===== src/rtl/nand_dq_dly_calib.sv =====
// NAND DQ read-capture calibration: sweeps every IDELAY tap with training reads,
// then steps each bit back to the centre of its widest passing window.

module nand_dq_dly_calib_bit #(
   parameter int MIN_WINDOW = 4
) (
   input  logic       clk0,
   input  logic       rst0_n,
   input  logic       clr,
   input  logic       mask_set,
   input  logic       smp,
   input  logic       ok,
   input  logic       eval,
   input  logic [4:0] tap,
   output logic [4:0] centre,
   output logic       fail
);
   logic       pass;
   logic [4:0] cur_start, best_start, new_start;
   logic [5:0] cur_len, best_len, new_len;

   assign new_len   = cur_len + 6'd1;
   assign new_start = (cur_len == 6'd0) ? tap : cur_start;
   assign fail      = best_len < 6'(MIN_WINDOW);
   // start + len/2 never exceeds the last tap, so 5 bits hold the sum
   assign centre    = fail ? 5'd0 : best_start + best_len[5:1];

   always_ff @(posedge clk0 or negedge rst0_n) begin
      if (!rst0_n) begin
         pass       <= 1'b0;
         cur_start  <= '0;
         cur_len    <= '0;
         best_start <= '0;
         best_len   <= '0;
      end else begin
         if (mask_set)  pass <= 1'b1;
         else if (smp)  pass <= pass & ok;
         if (clr) begin
            cur_start  <= '0;
            cur_len    <= '0;
            best_start <= '0;
            best_len   <= '0;
         end else if (eval) begin
            if (pass) begin
               cur_len   <= new_len;
               cur_start <= new_start;
               // strict compare keeps the earliest of equal windows
               if (new_len > best_len) begin
                  best_len   <= new_len;
                  best_start <= new_start;
               end
            end else begin
               cur_len <= '0;
            end
         end
      end
   end
endmodule

module nand_dq_dly_calib #(
   parameter int                     DQ_WIDTH        = 8,
   parameter int                     NUM_TAPS        = 32,
   parameter logic [DQ_WIDTH-1:0]    PATTERN_RISE    = 8'hA5,
   parameter logic [DQ_WIDTH-1:0]    PATTERN_FALL    = 8'h5A,
   parameter int                     SAMPLES_PER_TAP = 4,
   parameter int                     SETTLE_CYCLES   = 8,
   parameter int                     MIN_WINDOW      = 4,
   parameter int                     ACK_TIMEOUT     = 1023
) (
   input  logic                    clk0,
   input  logic                    rst0_n,
   input  logic                    cal_start,
   output logic                    cal_done,
   output logic                    cal_err,
   output logic                    train_req,
   input  logic                    train_ack,
   input  logic [DQ_WIDTH-1:0]     rd_data_rise,
   input  logic [DQ_WIDTH-1:0]     rd_data_fall,
   output logic                    dlyrst,
   output logic [DQ_WIDTH-1:0]     dlyce,
   output logic                    dlyinc,
   output logic [5*DQ_WIDTH-1:0]   tap_out,
   output logic [DQ_WIDTH-1:0]     fail_bits
);
   localparam int CW = $clog2(ACK_TIMEOUT + SETTLE_CYCLES + 1);
   localparam int SW = $clog2(SAMPLES_PER_TAP + 1);

   typedef enum logic [3:0] {IDLE, TRST, SETTLE, REQ, WAIT, EVAL, STEP, CRST, CSTEP, DONE} state_t;

   state_t                      state, state_nxt;
   logic [CW-1:0]               cnt;
   logic [SW-1:0]               scnt;
   logic [4:0]                  tap, k, k_nxt, max_c;
   logic                        ph, ph_nxt;
   logic                        start_acc, smp, timeout, dlyrst_d, req_d;
   logic [DQ_WIDTH-1:0]         ok, fail_v, dlyce_d;
   logic [DQ_WIDTH-1:0][4:0]    centre;

   assign start_acc = ((state == IDLE) || (state == DONE)) && cal_start;
   assign smp       = (state == WAIT) && train_ack;
   assign timeout   = (state == WAIT) && !train_ack && (cnt == CW'(ACK_TIMEOUT - 1));
   assign ok        = ~(rd_data_rise ^ PATTERN_RISE) & ~(rd_data_fall ^ PATTERN_FALL);

   for (genvar i = 0; i < DQ_WIDTH; i++) begin : g_bit
      nand_dq_dly_calib_bit #(.MIN_WINDOW(MIN_WINDOW)) u_bit (
         .clk0     (clk0),
         .rst0_n   (rst0_n),
         .clr      (start_acc),
         .mask_set (state == SETTLE),
         .smp      (smp),
         .ok       (ok[i]),
         .eval     (state == EVAL),
         .tap      (tap),
         .centre   (centre[i]),
         .fail     (fail_v[i])
      );
   end

   always_comb begin
      max_c = '0;
      for (int i = 0; i < DQ_WIDTH; i++)
         if (centre[i] > max_c) max_c = centre[i];
   end

   always_ff @(posedge clk0 or negedge rst0_n) begin
      if (!rst0_n) state <= IDLE;
      else         state <= state_nxt;
   end

   always_comb begin
      state_nxt = state;
      k_nxt     = k;
      ph_nxt    = ph;
      case (state)
         IDLE, DONE: if (cal_start) state_nxt = TRST;
         TRST:       state_nxt = SETTLE;
         SETTLE:     if (cnt == CW'(SETTLE_CYCLES - 1)) state_nxt = REQ;
         REQ:        state_nxt = WAIT;
         WAIT: begin
            if (train_ack) state_nxt = (scnt == SW'(SAMPLES_PER_TAP - 1)) ? EVAL : REQ;
            else if (timeout) state_nxt = DONE;
         end
         EVAL:       state_nxt = (tap == 5'(NUM_TAPS - 1)) ? CRST : STEP;
         STEP:       state_nxt = SETTLE;
         CRST: begin
            k_nxt     = '0;
            ph_nxt    = 1'b0;
            state_nxt = (max_c == 5'd0) ? DONE : CSTEP;
         end
         CSTEP: begin
            if (!ph) begin
               ph_nxt = 1'b1;
            end else begin
               k_nxt  = k + 5'd1;
               ph_nxt = 1'b0;
               if (k + 5'd1 == max_c) state_nxt = DONE;
            end
         end
         default:    state_nxt = IDLE;
      endcase
   end

   // Decoded from the next state so the strobes are registered yet aligned with their state
   always_comb begin
      dlyrst_d = (state_nxt == TRST) || (state_nxt == CRST);
      req_d    = (state_nxt == WAIT);
      dlyce_d  = '0;
      if (state_nxt == STEP) begin
         dlyce_d = '1;
      end else if ((state_nxt == CSTEP) && !ph_nxt) begin
         for (int i = 0; i < DQ_WIDTH; i++) dlyce_d[i] = k_nxt < centre[i];
      end
   end

   always_ff @(posedge clk0 or negedge rst0_n) begin
      if (!rst0_n) begin
         cnt       <= '0;
         scnt      <= '0;
         tap       <= '0;
         k         <= '0;
         ph        <= 1'b0;
         dlyrst    <= 1'b0;
         dlyce     <= '0;
         dlyinc    <= 1'b0;
         train_req <= 1'b0;
         cal_done  <= 1'b0;
         cal_err   <= 1'b0;
         fail_bits <= '0;
         tap_out   <= '0;
      end else begin
         k         <= k_nxt;
         ph        <= ph_nxt;
         dlyrst    <= dlyrst_d;
         dlyce     <= dlyce_d;
         dlyinc    <= |dlyce_d;
         train_req <= req_d;
         cnt       <= (state_nxt == state) ? cnt + CW'(1) : '0;
         if (state == SETTLE) scnt <= '0;
         else if (smp)        scnt <= scnt + SW'(1);
         if (start_acc)           tap <= '0;
         else if (state == STEP)  tap <= tap + 5'd1;
         if (state == CRST) fail_bits <= fail_v;
         if (start_acc) begin
            cal_done  <= 1'b0;
            cal_err   <= 1'b0;
            fail_bits <= '0;
         end else if ((state_nxt == DONE) && (state != DONE)) begin
            cal_done <= 1'b1;
            cal_err  <= timeout | (|fail_v);
            if (!timeout) tap_out <= centre;
         end
      end
   end
endmodule

===== config.mk =====
export PLATFORM = sky130hd
export DESIGN_NAME = nand_dq_dly_calib
export DESIGN_NICKNAME = d
export VERILOG_FILES = /design/src/rtl/nand_dq_dly_calib.sv
export SDC_FILE = /design/constraint.sdc
export NUM_CORES = 1
export LEC_CHECK = 0
export ABC_AREA = 0
export CAP_MARGIN = 20
export CORE_MARGIN = 3
export CORE_UTILIZATION = 50
export CTS_CLUSTER_SIZE = 10
export DETAILED_ROUTE_END_ITERATION = 10
export PLACE_DENSITY_LB_ADDON = 0.08
export SETUP_SLACK_MARGIN = 0.05
export SYNTH_ARGS = -nofsm -noshare
export SYNTH_HDL_FRONTEND = slang
export SYNTH_SLANG_ARGS = --single-unit

===== constraint.sdc =====
create_clock -name clk0 -period 14.3 [get_ports clk0]
set_input_delay 2.86 -clock clk0 [delete_from_list [all_inputs] [get_ports clk0]]
set_output_delay 2.86 -clock clk0 [all_outputs]
set_load 0.05 [all_outputs]

==> run metrics, run 1 <==
largest net degree at the start of global routing 193; Syn Area/Cell 9.27 um2; worst r2r dst tap_out[12]; Synth cell types 83; HPWL after DPL 33,400 um; Vias/cell 5.74; # IOs 81; residual DRC count 0; Max Root-Sink Buffers 3; status complete, no violations; Critical Path RT 14.71 ns; crit path DAT 13.64 ns; total nets after synthesis 2,129; Yosys reg bits 274; die width 195 um; total CTS buffers 34; largest stage delay on the critical path 0.46 ns; setup_tns 0 ns; Clock transition at path regs 0.06 ns; critical path peak fanout 41; top_reg_cell synth dfrtp_1; asr flop ratio synth 100%; Max Fclk 75.6 MHz; Hold Path Stages 1; Tmin final 13.23 ns; DRT iter0 DRCs 875; Post-Syn Instances 1,931; Detail Route Antenna Nets 0; Syn Std Cell Area 17,900 um2; die area 38,100 um2; reg-to-reg setup timing slack 1.07 ns; Final Slew Violations 0; critical path launch point type register; clk_skew 0.0285 ns; Setup-failing EPs final 0; Root Buffer clkbuf_16; Critical Path Slowest Stage Cell dfrtp_1; sequential area share after synthesis 38.3%; DR pass1 iterations 5; Rows 68; number of synthesized flops with an enable pin 0; Slew @ Worst Pin 1.01 ns; Synth Warn # 0; final wirelength 46,900 um; Core Util, Final 58.0%; fraction of layout cells with a size suffix above 1 8.02%; cell area after layout 20,200 um2; total placed instance area 19,200 um2; Slew headroom 31.9%; gr usage total 24.8%; hold path start cnt[0]; reg2reg start g_bit[1].u_bit.best_len[2]; Reg area 6860 um2; Max H-tree Level 2; vias in the first global route 13,933; Placer Congestion 0.896; Congestion Overflow GR 0; Max-Cap Viols 0; core area 34,900 um2; CTS tree built; Net count, final 2,194; fillers 3,134; via count 14,137; Initial Util 51.3%; Worst setup EP type register; period utilisation layout 92.5%; Bufs and invs on worst path 7; WL per Instance 19.0 um; die span in y 195 um; largest delay contributor family on the critical path compound AO/OA/AOI/OAI gates; Clock Sinks 274; clk_lat worst skew 0.55 ns; RSZ-0062 raised after global routing no; worst r2r path cells 60; type of the most critical hold path reg -> reg; Area Overhead vs Synth 13.1%; global-route wire length before repair 76,200 um; Multi-input gate area 10,300 um2; Worst Hold End cnt[0]; antenna violations before repair 1; crit path kind reg -> reg; # port buffers 80; final hold violation count 0
[logic make-up (layout without fill, tap and decap cells)]
family,after synthesis,in the layout,synth area share (%)
XOR/XNOR,76,76,3.72
buffers and inverters,203,280,4.47
other,0,1,0
AND/OR/NAND/NOR,641,641,17.2
multiplexers,133,133,8.40
adder cells (fa/ha/maj),178,178,12.8
flip-flops,274,274,38.3
AO/OA/AOI/OAI,426,426,15.2
[sequential cells by signal, summed over array words and instances (netlist names), 8 cells and up]
signal,flops
g_bit.u_bit.best_start,40
fail_bits,8
g_bit.u_bit.best_len,48
g_bit.u_bit.cur_start,40
cnt,11
g_bit.u_bit.pass,8
tap_out,40
dlyce,8
g_bit.u_bit.cur_len,48
[cells in the mapped netlist (4+ instances only)]
master    count  area (um2)
a211oi_1     53         398
nand2b_1     25         156
o21a_1       29         218
xnor2_1      39         342
o211ai_1      6        45.0
mux2i_1      93         931
inv_1       110         413
buf_1         4        15.0
a22oi_1      25         188
ha_1        170        2130
mux2_4       32         480
nor4_1       17         106
nand4_1      16         100
a21o_1       25         188
fa_1          8         160
o21ai_1      10        50.1
a21boi_0      4        30.0
nand2_1     158         593
a31oi_1       4        25.0
nor2b_1      41         257
nor2_1      211         792
and4_1        5        43.8
o22ai_1       4        25.0
xor2_1       37         324
nand3_1      99         495
o211a_1       4        40.0
and3_1       17         106
a21oi_1     165         826
mux2_2        7        78.8
or4_1         6        45.0
dfrtp_1     274        6860
nor3_1        4        20.0
nand3b_1      9        67.6
or2_2         5        31.3
buf_6         4        45.0
and2_1        9        56.3
clkbuf_1     78         293
o21ai_0      58         290
[stage by stage]
stage,std cells,hold slack (ns),setup WS (ns)
6_report,2464,0.499,1.07
5_1_grt,2463,0.530,0.112
4_1_cts,2458,0.503,0.464
3_5_place_dp,2410,0.494,0.480
3_3_place_gp,2408,0.485,0.856
2_1_floorplan,1931,0.462,2.38
[area by class of cell]
| class | instances | share of cell area (%) |
|---|---|---|
| Inverter | 113 | 2.10 |
| Multi-Input combinational cell | 1454 | 51.0 |
| Timing Repair Buffer | 119 | 5.64 |
| Tap cell | 455 | 2.81 |
| Clock inverter | 4 | 0.229 |
| Clock buffer | 44 | 4.39 |
| Antenna cell | 1 | 0.0124 |
| Sequential cell | 274 | 33.9 |
[cell usage in the layout (no fill, tap or decap), types with 35 or more instances in the layout]
| cell type | instances |
|---|---|
| mux2i_1 | 93 |
| buf_4 | 35 |
| nand3_1 | 99 |
| xnor2_1 | 39 |
| dfrtp_1 | 274 |
| nand2_1 | 158 |
| xor2_1 | 37 |
| o21ai_0 | 55 |
| a211oi_1 | 53 |
| nor2b_1 | 40 |
| a21oi_1 | 165 |
| inv_1 | 110 |
| clkdlybuf4s50_1 | 79 |
| nor2_1 | 211 |
| ha_1 | 170 |
[metal layers]
| layer | share of wire (%) | vias to the layer above | routed length (um) | global-route usage (%) |
|---|---|---|---|---|
| met5 | 0 | - | 0 | 0 |
| li1 | - | 6944 | - | - |
| met2 | 44 | 316 | 20500 | 38.1 |
| met3 | 5.0 | 83 | 2320 | 4.59 |
| met1 | 48 | 6794 | 22700 | 35.8 |
| met4 | 2.9 | 0 | 1350 | 7.13 |
[how the worst max path moves through the flow]
stage	startpoint	end	slack [ns]	cells after the start
finish	g_bit[1].u_bit.best_len[2]	tap_out[12]	1.07	60
floorplan	g_bit[1].u_bit.best_len[2]	tap_out[0]	2.38	58
detailed placement	g_bit[1].u_bit.best_len[2]	cnt[8]	0.48	56
global route	g_bit[1].u_bit.best_len[2]	tap_out[12]	0.11	60
CTS	g_bit[1].u_bit.best_len[2]	cnt[8]	0.46	56
global placement	g_bit[1].u_bit.best_len[2]	cnt[3]	0.86	57
[timing repair]
item,CTS,global route
hold buffers,0,0
setup endpoints to repair,0,64
buffers inserted,0,3
gates resized for setup,0,7
Power of run 1 is left out: the tool's default activity adds up to more than one toggle a clock period on the data nets, which glitch-free logic cannot reach.
==> run 2: changes to the inputs <==
--- a/config.mk
+++ b/config.mk
@@ -13,6 +13,7 @@
 export DETAILED_ROUTE_END_ITERATION = 10
 export PLACE_DENSITY_LB_ADDON = 0.08
 export SETUP_SLACK_MARGIN = 0.05
+export SLEW_MARGIN = 20
 export SYNTH_ARGS = -nofsm -noshare
 export SYNTH_HDL_FRONTEND = slang
 export SYNTH_SLANG_ARGS = --single-unit
==> run 2 against run 1 <==
- worst hold slack got worse by 0.0010 ns
- flip-flop and latch count stayed put
- routed wire length rose by 0.20%
- design area grew 0.20%
- core utilization rose by 0.11 points
- die area unchanged
- highest routed layer unchanged
==> run metrics, run 2 (synthesis results as in run 1) <==
final hold violation count 0 (unchanged); CTS tree built; worst setup path startpoint g_bit[1].u_bit.best_len[2]; Clock Sinks 274 (unchanged); Area Overhead vs Synth 13.3%; total placed instance area 19,200 um2 (about the same); crit path DAT 13.72 ns (+0.08 ns); total CTS buffers 34 (unchanged); Max Fclk 75.1 MHz (-0.68%); Top Registers g_bit.u_bit.best_len x48, g_bit.u_bit.cur_len x48; Root Buffer clkbuf_16; Tmin final 13.32 ns (+0.0900 ns); # IOs 81 (unchanged); WL per Instance 19.1 um (+0.53%); Slew @ Worst Pin 1.08 ns (+0.0654 ns); fraction of layout cells with a size suffix above 1 8.05% (+0.032 points); Setup-failing EPs final 0 (unchanged); Final Slew Violations 0 (unchanged); most common cell after layout, fill and taps aside dfrtp_1; core area 34,900 um2 (unchanged); global-route wire length before repair 75,700 um (-0.62%); crit path kind reg -> reg; reg-to-reg setup timing slack 0.98 ns (-0.09 ns); clk_skew 0.0221 ns (-0.00641 ns); Congestion Overflow GR 0 (unchanged); die area 38,100 um2 (unchanged); commonest non-fill, non-tap cells in the layout dfrtp_1 (274), nor2_1 (210), ha_1 (170), a21oi_1 (165), nand2_1 (158); CP Capture Point tap_out[12]; Rows 68 (unchanged); Critical Path RT 14.71 ns (about the same); DR pass1 iterations 5 (unchanged); largest net degree at the start of global routing 193 (unchanged); type of the most critical hold path reg -> reg; Net count, final 2,189 (-0.23%); Max-Cap Viols 0 (unchanged); via count 14,230 (+0.66%); die span in y 195 um (unchanged); Clock transition at path regs 0.06 ns (about the same); period utilisation layout 93.1% (+0.63 points); largest stage delay on the critical path 0.46 ns (about the same); critical path launch point type register; Detail Route Antenna Nets 0 (unchanged); RSZ-0062 raised after global routing no; cell area after layout 20,300 um2 (+0.20%); Max Root-Sink Buffers 3 (unchanged); most used cell, CP ha_1; antenna violations before repair 1 (unchanged); Max H-tree Level 2 (unchanged); Vias/cell 5.79 (+0.99%); Placer Congestion 0.896 (unchanged); clk_lat worst skew 0.53 ns (-0.02 ns); Hold Path Stages 1 (unchanged); hold_ws 0.498 ns (-0.00101 ns); Slew headroom 27.5% (-4.4 points); residual DRC count 0 (unchanged); status complete, no violations; setup_tns 0 ns (unchanged); critical path peak fanout 41 (unchanged); # port buffers 80 (unchanged); Initial Util 51.3% (unchanged); final wirelength 46,900 um (+0.20%); reg2reg start g_bit[1].u_bit.best_len[2]; DRT iter0 DRCs 1,027 (+17%); vias in the first global route 13,817 (-0.83%); Worst setup EP type register; gr usage total 24.6% (-0.20 points); worst r2r dst tap_out[12]; worst r2r path cells 60 (unchanged); die width 195 um (unchanged); Critical Path Slowest Stage Cell dfrtp_1; HPWL after DPL 33,500 um (about the same)
[run 2: changes by cell type in the layout (fill, tap and decap cells not counted), moves of 2 or more]
cell | before | now
nor4_2 | 10 | 8
clkbuf_8 | 1 | 4
buf_4 | 35 | 30
clkbuf_1 | 10 | 3
nor4_4 | 3 | 5
[run 2: through the flow]
step,instances,utilization [%],worst slack [ns]
CTS,2453,58.0,0.489
floorplan,1931,-,2.38
global placement,2408,55.1,0.856
finish,2456,58.1,0.983
global route,2455,58.1,0.104
detailed placement,2408,55.1,0.557
[run 2: critical path, delay by kind of cell, from the launching register on]
kind | cells | cell delay (ns)
XOR/XNOR | 1 | 0.19
buffers and inverters | 8 | 1.28
AO/OA/AOI/OAI | 28 | 5.38
AND/OR/NAND/NOR | 11 | 2.00
multiplexers | 4 | 1.28
adder cells (fa/ha/maj) | 8 | 2.52
flip-flops | 1 | 0.46
[run 2: cell type report]
| cell class | count | area, um2 |
|---|---|---|
| fill | 3183 | 14600 |
| antenna | 1 | 2.50 |
| sequential | 274 | 6860 |
| clock inverter | 4 | 63.8 |
| timing repair buffer | 114 | 1100 |
| tap | 455 | 569 |
| clock buffer | 41 | 928 |
| multi-input combinational | 1454 | 10300 |
| inverter | 113 | 424 |
[run 2: worst min path at each step]
stage	startpoint	endpoint	slack, ns
after CTS	cnt[0]	cnt[0]	0.50
after global routing	tap_out[14]	tap_out[14]	0.53
final	cnt[0]	cnt[0]	0.50
after floorplan	cnt[0]	cnt[0]	0.46
after global placement	cnt[0]	cnt[0]	0.49
after detailed placement	cnt[0]	cnt[0]	0.49
[run 2: routing by layer]
metal,up-vias,GRT usage (%),wire (um)
met2,340,37.9,20600
met5,-,0,0
met1,6875,36.2,22800
met4,0,7.34,1340
met3,69,3.30,2240
li1,6946,-,-
[run 2: what timing repair did]
item,4_1_cts,5_1_grt
setup endpoints to repair,0,64
hold buffers,0,0
buffers inserted,0,2
gates resized for setup,0,7
Power of run 2 is left out for the same reason.
